==> src/rtl/gate_sweep_ctrl.sv <==
`default_nettype none
// ============================================================================
// Module      : gate_sweep_ctrl
// Description : Self-test sequencer for the 3-input GATE block. On start it
//               walks the eight input vectors 0..7 in order. Each vector is
//               held for SETTLE_CYC cycles, then the seven GATE outputs are
//               compared against an internal golden model. The block reports
//               a pass flag, an error count and the first failing vector and
//               mask.
// Ports       :
//   clk              in   1  clock, rising edge
//   rst              in   1  synchronous active-high reset
//   start            in   1  begin a sweep (sampled only when idle)
//   abort            in   1  cancel a running sweep
//   obs              in   7  GATE outputs {EXOR,BUF,NOT,NOR,NAND,OR,AND}
//   in_1/in_2/in_3   out  1  registered GATE inputs (vector bits 0/1/2)
//   busy             out  1  high whenever a sweep is in progress
//   done             out  1  one-cycle pulse at sweep completion
//   pass             out  1  last completed sweep had zero errors (held)
//   err_cnt          out  4  failing vectors in current/last sweep, 0..8
//   first_fail_vec   out  3  vector index of the first mismatch
//   first_fail_mask  out  7  obs XOR expected at the first mismatch
// Revision    : 1.0 - initial release
// ============================================================================
module gate_sweep_ctrl #(
  parameter int unsigned SETTLE_CYC = 4
) (
  input  logic       clk,
  input  logic       rst,
  input  logic       start,
  input  logic       abort,
  input  logic [6:0] obs,
  output logic       in_1,
  output logic       in_2,
  output logic       in_3,
  output logic       busy,
  output logic       done,
  output logic       pass,
  output logic [3:0] err_cnt,
  output logic [2:0] first_fail_vec,
  output logic [6:0] first_fail_mask
);

  // --------------------------------------------------------------------------
  // Parameter legality: the settle counter is 8 bits and must run at least once
  // --------------------------------------------------------------------------
  generate
    if (SETTLE_CYC < 1 || SETTLE_CYC > 255) begin : g_param_check
      $error("gate_sweep_ctrl: SETTLE_CYC must be in 1..255");
    end
  endgenerate

  localparam logic [2:0] c_st_idle   = 3'd0;
  localparam logic [2:0] c_st_drive  = 3'd1;
  localparam logic [2:0] c_st_settle = 3'd2;
  localparam logic [2:0] c_st_check  = 3'd3;
  localparam logic [2:0] c_st_finish = 3'd4;

  // Counter is loaded with SETTLE_CYC-1 and SETTLE exits when it reads zero,
  // which gives exactly SETTLE_CYC cycles in SETTLE.
  localparam logic [7:0] c_settle_last = 8'(SETTLE_CYC - 1);
  localparam logic [3:0] c_err_max     = 4'd8;

  logic [2:0] r_state;
  logic [2:0] w_state_next;
  logic [2:0] r_vec;
  logic [7:0] r_settle_cnt;
  logic [2:0] r_in;
  logic       r_pass;
  logic [3:0] r_err_cnt;
  logic [2:0] r_ff_vec;
  logic [6:0] r_ff_mask;

  logic [6:0] w_expected;
  logic [6:0] w_diff;
  logic       w_mismatch;
  logic       w_abort_run;

  // --------------------------------------------------------------------------
  // Golden GATE model for the vector currently under test
  // --------------------------------------------------------------------------
  always_comb begin
    w_expected    = '0;
    w_expected[0] = &r_vec;          // AND
    w_expected[1] = |r_vec;          // OR
    w_expected[2] = ~(&r_vec);       // NAND
    w_expected[3] = ~(|r_vec);       // NOR
    w_expected[4] = ~r_vec[0];       // NOT of in_1
    w_expected[5] = r_vec[0];        // BUF of in_1
    w_expected[6] = ^r_vec;          // EXOR, odd parity
  end

  assign w_diff      = obs ^ w_expected;
  assign w_mismatch  = (w_diff != 7'd0);
  assign w_abort_run = abort && (r_state != c_st_idle);

  // --------------------------------------------------------------------------
  // FSM: state register
  // --------------------------------------------------------------------------
  always_ff @(posedge clk) begin
    if (rst) begin
      r_state <= c_st_idle;
    end else begin
      r_state <= w_state_next;
    end
  end

  // --------------------------------------------------------------------------
  // FSM: next-state logic. Abort overrides every non-idle transition.
  // --------------------------------------------------------------------------
  always_comb begin
    w_state_next = r_state;
    case (r_state)
      c_st_idle: begin
        if (start && !abort) begin
          w_state_next = c_st_drive;
        end
      end
      c_st_drive: begin
        w_state_next = c_st_settle;
      end
      c_st_settle: begin
        if (r_settle_cnt == 8'd0) begin
          w_state_next = c_st_check;
        end
      end
      c_st_check: begin
        if (r_vec == 3'd7) begin
          w_state_next = c_st_finish;
        end else begin
          w_state_next = c_st_drive;
        end
      end
      c_st_finish: begin
        w_state_next = c_st_idle;
      end
      default: begin
        w_state_next = c_st_idle;
      end
    endcase
    if (w_abort_run) begin
      w_state_next = c_st_idle;
    end
  end

  // --------------------------------------------------------------------------
  // FSM: state-decoded outputs
  // --------------------------------------------------------------------------
  always_comb begin
    busy = (r_state != c_st_idle);
    done = (r_state == c_st_finish);
  end

  // --------------------------------------------------------------------------
  // Datapath: vector index, settle counter, GATE drive, result capture
  // --------------------------------------------------------------------------
  always_ff @(posedge clk) begin
    if (rst) begin
      r_vec        <= '0;
      r_settle_cnt <= '0;
      r_in         <= '0;
      r_pass       <= 1'b0;
      r_err_cnt    <= '0;
      r_ff_vec     <= '0;
      r_ff_mask    <= '0;
    end else begin
      case (r_state)
        c_st_idle: begin
          r_in <= '0;
          if (start && !abort) begin
            r_vec     <= '0;
            r_pass    <= 1'b0;
            r_err_cnt <= '0;
            r_ff_vec  <= '0;
            r_ff_mask <= '0;
          end
        end
        c_st_drive: begin
          r_in         <= r_vec;
          r_settle_cnt <= c_settle_last;
        end
        c_st_settle: begin
          if (r_settle_cnt != 8'd0) begin
            r_settle_cnt <= r_settle_cnt - 8'd1;
          end
        end
        c_st_check: begin
          // A compare coinciding with abort is discarded entirely.
          if (!abort) begin
            if (w_mismatch && (r_err_cnt != c_err_max)) begin
              r_err_cnt <= r_err_cnt + 4'd1;
            end
            // Zero errors so far means this mismatch is the first one.
            if (w_mismatch && (r_err_cnt == 4'd0)) begin
              r_ff_vec  <= r_vec;
              r_ff_mask <= w_diff;
            end
            // Pass is resolved here so it is already valid while done pulses.
            if (r_vec == 3'd7) begin
              r_pass <= (r_err_cnt == 4'd0) && !w_mismatch;
            end else begin
              r_vec <= r_vec + 3'd1;
            end
          end
        end
        c_st_finish: begin
          r_in <= '0;
        end
        default: begin
          r_in <= '0;
        end
      endcase
      // Leaving a sweep early: park the GATE inputs and report no pass.
      // Partial error count and first-fail capture are deliberately kept.
      if (w_abort_run) begin
        r_in   <= '0;
        r_pass <= 1'b0;
      end
    end
  end

  assign in_1            = r_in[0];
  assign in_2            = r_in[1];
  assign in_3            = r_in[2];
  assign pass            = r_pass;
  assign err_cnt         = r_err_cnt;
  assign first_fail_vec  = r_ff_vec;
  assign first_fail_mask = r_ff_mask;

endmodule
`default_nettype wire

==> config.mk <==
export PLATFORM = sky130hd
export DESIGN_NAME = gate_sweep_ctrl
export DESIGN_NICKNAME = d
export VERILOG_FILES = /design/src/rtl/gate_sweep_ctrl.sv
export SDC_FILE = /design/constraint.sdc
export NUM_CORES = 1
export LEC_CHECK = 0
export BUFFER_PORTS_ARGS = -buffer_cell sky130_fd_sc_hd__buf_2
export CORE_ASPECT_RATIO = 1.4
export CORE_MARGIN = 8
export CORE_UTILIZATION = 30
export CTS_CLUSTER_SIZE = 16
export DETAILED_ROUTE_END_ITERATION = 6
export HOLD_SLACK_MARGIN = 0.08
export MAX_ROUTING_LAYER = met4
export PLACE_DENSITY_LB_ADDON = 0.12
export SYNTH_ARGS = -nofsm -noshare
export SYNTH_HDL_FRONTEND = slang
export SYNTH_SLANG_ARGS = --single-unit
==> constraint.sdc <==
create_clock -name clk -period 2.6 [get_ports clk]
set_clock_uncertainty 0.2 [all_clocks]
set_input_delay 0.52 -clock clk [delete_from_list [all_inputs] [get_ports clk]]
set_output_delay 0.52 -clock clk [all_outputs]
set_load 0.05 [all_outputs]
==> metrics.txt, run 1 <==
status=finished clean; critical path data arrival time=~2.4 ns; chip width=81.1 µm; # rows=33; post-synthesis sequential area ratio=0.360; syn avg cell area=~8.8 µm²; final hold viol count=0; first-pass GRT wire length=7.30 mm; vias in the first global route=approximately 1500; cts bufs inserted=5; Crit path required time=around 2.6 ns; Storage cell area=around 640 µm²; Reg clk slew, reported paths=0.08 ns; power density over cell area=around 520 mW/mm²; unrepaired setup endpoints after global routing=false; IO Count=31; CP startpoint kind=register; antenna violations before repair=0; post-DP HPWL=between 3 and 4 mm; Clock Latency Late Sink=a little under 0.3 ns; Port Buf Inserts=30; die area=0.00870 mm²; Post-Layout Cell Count=roughly 310; initial DRC count=40; GRT Residual Overflow=0; post-synth top area share=0.360; Die Span Y=around 110 µm; Seq pwr share=0.464; Setup Crit Path Kind=reg -> reg; share of power burned in the clock network=0.437; Wirelength per Cell=roughly 14 µm; post-CTS sizing=0; post-CTS setup buffer count=0; crit path cell chain=inv_1 -> ha_1 -> xnor3_1 -> a21boi_2 -> and3_1 -> nor2b_4 -> mux2i_1; setup_tns=0 ns; Cell variety after synth=52; DR vias=roughly 1500; Synth async-reset ratio=0; Synth area leaders=dfxtp_1 36%, nand2_1 6.3%, mux2i_1 5.1%; placed instance count=298; VDD IR max=roughly 0.00027 V; Global Route Usage Sum=0.109; Final WS setup=between 0.2 and 0.25 ns; Max Cap Viol=0; most common flop cell mapped by yosys=dfxtp_1; delay-heaviest family, CP=simple AND/OR/NAND/NOR gates; CP max-delay cell=dfxtp_1; final net count=253; cell count after synthesis=just over 200; dpl ws=0.225 ns; Critical path buffers and inverters=1; Mapped Area=0.00178 mm²; Seq cells post-synth=32; largest net degree at the start of global routing=16; Max Clk Rate=422 MHz; H-Tree Depth=2; layout cell share with drive strength beyond 1=0.216; Worst Max-Slew Pin Slew=around 0.65 ns; final total power=1.10 mW; Layout area overhead=17.6%; Comb pwr share=0.099; Syn. warnings=0; Psw=267 µW; RePlAce Congestion=around 0.75; Multi-input gate area=0.00102 mm²; antenna cells=0; syn_nets=220; first-pass detailed-route iteration total=4; Post-synth EDFFs=0; core area=about 0.0058 mm²; dominant cell type by area after synthesis=dfxtp_1; min-delay worst type=reg -> reg; Hold Buf Count CTS=0; Final min period=2.37 ns; Leak=between 0.8 and 0.9 nW; vias per cell=4.80; element type at the critical path end=register; Int Power=~830 µW; max-slew violation total from the final report=0; initial core utilization=0.308; DRC=0; maximum clock insertion buffer count=2; CTS tree=built; final worst-path cycle share=0.911; clk sinks=32; Setup Viol. Count Final=0; switching portion of total power=0.244; crit-path max cell delay=about 0.38 ns; relative slew slack=0.564; CP max FO=10; ANT nets after route=0; FILL cells=roughly 650; Root Driver=clkbuf_8; worst hold slack=0.257 ns; WL final=4.27 mm
state kept, by name (all words and copies together) (netlist names):
signal,cells
err_cnt,4
first_fail_vec,3
r_in,3
first_fail_mask,7
r_settle_cnt,8
pass,1
r_vec,3
r_state,3
logic make-up (layout without fill, tap and decap cells):
group,Yosys count,in the layout,synth area share
AO/OA/AOI/OAI,35,35,0.149
adder cells (fa/ha/maj),7,7,0.0492
XOR/XNOR,13,13,0.0716
AND/OR/NAND/NOR,86,86,0.254
multiplexers,9,9,0.0506
flip-flops,32,32,0.360
buffers and inverters,20,54,0.0660
cell type report:
| type | count | area share |
|---|---|---|
| multi-input cells | 150 | 0.488 |
| flip-flops and latches | 32 | 0.306 |
| repair buffers | 36 | 0.0931 |
| well taps | 70 | 0.0418 |
| clock buffers | 5 | 0.0328 |
| clock inverters | 3 | 0.0203 |
| inverters | 10 | 0.0179 |
per-layer routing:
metal | share of wire | track usage
met5 | 0 | -
met4 | 0.012 | 0.0385
met3 | 0.036 | 0.0318
met2 | 0.51 | 0.176
met1 | 0.44 | 0.123
path summary, 6_finish.rpt:
| check | startpoint | endpoint | slack, ns | cells past startpoint |
|---|---|---|---|---|
| worst min-delay path | first_fail_mask[5] | first_fail_mask[5] | 0.26 | 2 |
| worst max-delay path | r_vec[0] | first_fail_mask[0] | 0.23 | 7 |
| worst min register to register | first_fail_mask[5] | first_fail_mask[5] | 0.26 | 2 |
| worst max register to register | r_vec[0] | first_fail_mask[0] | 0.23 | 7 |
cell usage after synthesis (2+ instances only):
cell type	instances
dfxtp_1	32
nand2_1	30
nor2_1	18
inv_1	10
mux2i_1	9
ha_1	7
nor3_1	7
xor2_1	7
a21oi_1	6
a22oi_1	5
nand2b_1	5
xnor2_1	5
a211oi_1	3
buf_2	3
buf_6	3
clkbuf_1	3
nor3b_1	3
o21ai_1	3
a21o_1	2
nand3_1	2
nand4_1	2
nor2b_1	2
nor4_1	2
o211ai_1	2
o22ai_1	2
or2_1	2
or3b_1	2
through the flow:
step / util / instance area [µm²]
after floorplan: - / 1780
after global placement: 0.343 / 1980
after detailed placement: 0.343 / 1980
after CTS: 0.363 / 2100
after global routing: 0.363 / 2100
final: 0.363 / 2100
power by group through the flow:
stage                     sequential, mW  combinational (mW)  clock [mW]
final                              0.508               0.108       0.479
after global routing               0.510               0.121       0.516
after CTS                          0.508               0.110       0.497
after detailed placement           0.520               0.110           0
after global placement             0.519               0.111           0
after floorplan                    0.516              0.0869           0
layout by cell type (no fill, tap or decap), drive strengths merged, types with 7 or more instances in the layout:
cell type	count
ha	7
a21oi	7
inv	10
xor2	7
buf	36
dfxtp	32
mux2i	9
nand2	30
nor3	7
nor2	18
worst register-to-register path: stages, from the launching register on:
cell,delay [ns]
dfxtp_1,0.38
inv_1,0.09
ha_1,0.32
xnor3_1,0.34
a21boi_2,0.18
and3_1,0.22
nor2b_4,0.34
mux2i_1,0.22
Note: power is estimated with default switching activity, not from simulation.
==> run 2, diff against run 1 <==
--- a/config.mk
+++ b/config.mk
@@ -8,10 +8,10 @@
 export BUFFER_PORTS_ARGS = -buffer_cell sky130_fd_sc_hd__buf_2
 export CORE_ASPECT_RATIO = 1.4
 export CORE_MARGIN = 8
-export CORE_UTILIZATION = 30
+export CORE_UTILIZATION = 55
 export CTS_CLUSTER_SIZE = 16
 export DETAILED_ROUTE_END_ITERATION = 6
-export HOLD_SLACK_MARGIN = 0.08
+export HOLD_SLACK_MARGIN = 0.1
 export MAX_ROUTING_LAYER = met4
 export PLACE_DENSITY_LB_ADDON = 0.12
 export SYNTH_ARGS = -nofsm -noshare
==> constraint.sdc (replaced) <==
create_clock -name clk -period 2.5 [get_ports clk]
set_clock_uncertainty 0.2 [all_clocks]
set_input_delay 0.5 -clock clk [delete_from_list [all_inputs] [get_ports clk]]
set_output_delay 0.5 -clock clk [all_outputs]
set_load 0.05 [all_outputs]
==> run 2 against run 1 <==
  * Sequential cell count unchanged
  * First-iteration DRC count increased by 40%
  * Combinational power increased by 7%
  * Core utilization increased by 31 points
  * Global-route usage increased by 5.0 points
  * Via count increased by 4.6%
==> metrics.txt, run 2 (synthesized netlist as in run 1, its figures left out) <==
status=finished clean; final instance area=0.00208 mm² (-0.90%); GRT Residual Overflow=0 (unchanged); post-DP HPWL=3.04 mm (-7.7%); power density over cell area=548 mW/mm² (+4.9%); ANT nets after route=0 (unchanged); Worst Hold End=first_fail_mask[2]; relative slew slack=0.557 (-0.00694); core area=0.00309 mm² (-46%); vias per cell=5.57 (+16%); final net count=254 (+0.40%); share of power burned in the clock network=0.434 (-0.003); r2r setup slk=0.14 ns (-0.09 ns); chip width=64.1 µm (-21%); Final min period=2.36 ns (-0.0101 ns); Area after DPL=0.00194 mm² (-2.3%); H-Tree Depth=2 (unchanged); final total power=1.14 mW (+3.9%); initial DRC count=56 (+40%); IO Count=31 (unchanged); Hold Path Depth=2 (unchanged); die area=0.00534 mm² (-39%); post-CTS sizing=0 (unchanged); setup_tns=0 ns (unchanged); Biggest register=r_settle_cnt; critical path data arrival time=2.38 ns (about the same); VDD IR max=0.000475 V (+73%); Setup Viol. Count Final=0 (unchanged); Wirelength per Cell=14.7 µm (+5.4%); Max Clk Rate=424 MHz (+0.43%); Crit path required time=2.52 ns (-0.09 ns); RR Startpoint=r_vec[0]; r2r endpoint=first_fail_vec[0]; CP max FO=6 (-4); leading cell type in the layout, fill and taps excluded=dfxtp_1; largest net degree at the start of global routing=16 (unchanged); Global Route Usage Sum=0.158 (+0.0498); Root Driver=clkbuf_8; Seq pwr share=0.464 (about the same); WL final=4.06 mm (-5.0%); Psw=274 µW (+2.4%); final worst-path cycle share=0.943 (+0.0324); min-delay worst type=reg -> reg; Setup Crit Path Kind=reg -> reg; final hold viol count=0 (unchanged); DR vias=1536 (+4.6%); DRC=0 (unchanged); Leak=0.855 nW (+1.1%); most frequent cells in the layout=32 x dfxtp_1, 30 x nand2_1, 30 x buf_2; Max Cap Viol=0 (unchanged); initial core utilization=0.576 (+0.268); CP startpoint kind=register; Reg clk slew, reported paths=0.07 ns (about the same); layout cell share with drive strength beyond 1=0.219 (+0.00331); antenna violations before repair=0 (unchanged); clk sinks=32 (unchanged); RePlAce Congestion=0.862 (+15%); Die Span Y=83.3 µm (-22%); maximum clock insertion buffer count=2 (unchanged); Comb pwr share=0.102 (+0.003); Worst Max-Slew Pin Slew=0.661 ns (+0.0108 ns); vias in the first global route=1530 (-0.26%); first-pass GRT wire length=6.73 mm (-7.8%); first-pass detailed-route iteration total=4 (unchanged); Port Buf Inserts=30 (unchanged); worst r2r path cells=8 (+1); Int Power=865 µW (+4.4%); CTS tree=built; antenna cells=0 (unchanged); element type at the critical path end=register; switching portion of total power=0.240 (-0.00365); Clock Latency Late Sink=0.29 ns (about the same); Largest register FFs=8 (unchanged); # rows=24 (-27%); Worst Hold Launch=first_fail_mask[2]; max-slew violation total from the final report=0 (unchanged); unrepaired setup endpoints after global routing=false; Layout area overhead=16.6%; cts bufs inserted=5 (unchanged)
[run 2: metal layers]
layer,share of wire,track usage
met1,0.40,0.152
met2,0.55,0.288
met3,0.028,0.0363
met4,0.020,0.0737
met5,0,-
[run 2: through the flow]
stage	hold WS (ns)	cells	util	setup WS (ns)
2_1_floorplan	0.280	202	-	0.124
3_3_place_gp	0.237	266	0.627	0.192
3_5_place_dp	0.244	266	0.627	0.0841
4_1_cts	0.258	274	0.663	0.0565
5_1_grt	0.277	276	0.672	0.0154
6_report	0.252	276	0.672	0.142
[run 2: repair_timing]
action                                  CTS  global route
hold buffers                              0             0
endpoints found under the setup margin    0             9
setup buffers                             0             2
[run 2: layout make-up]
cell class,instances,area [µm²]
clock buffers,5,68.8
clock inverters,3,42.5
fillers,268,1020
inverters,10,37.5
multi-input cells,150,1020
flip-flops and latches,32,641
well taps,39,48.8
repair buffers,37,215
[run 2: worst max-delay path, cell delays in order, from the launching register on]
cell	delay [ns]
dfxtp_1	0.39
inv_1	0.10
ha_1	0.33
xnor3_1	0.35
a21boi_2	0.18
and3_1	0.22
nor2b_4	0.18
buf_12	0.14
mux2i_1	0.19
[run 2: worst max path at each step]
stage / from / endpoint / cells past startpoint
global placement: r_vec[0] / first_fail_mask[1] / 7
CTS: r_vec[0] / first_fail_vec[1] / 7
floorplan: r_vec[0] / first_fail_mask[0] / 9
global route: r_vec[0] / first_fail_vec[0] / 8
detailed placement: r_vec[0] / first_fail_vec[0] / 7
finish: r_vec[0] / first_fail_vec[0] / 8
[run 2: power by group through the flow]
stage                     combinational (mW)  sequential [mW]  clock, mW
final                                  0.116            0.529      0.494
after global placement                 0.108            0.539          0
after detailed placement               0.110            0.540          0
after global routing                   0.128            0.529      0.530
after floorplan                       0.0904            0.536          0
after CTS                              0.111            0.528      0.506
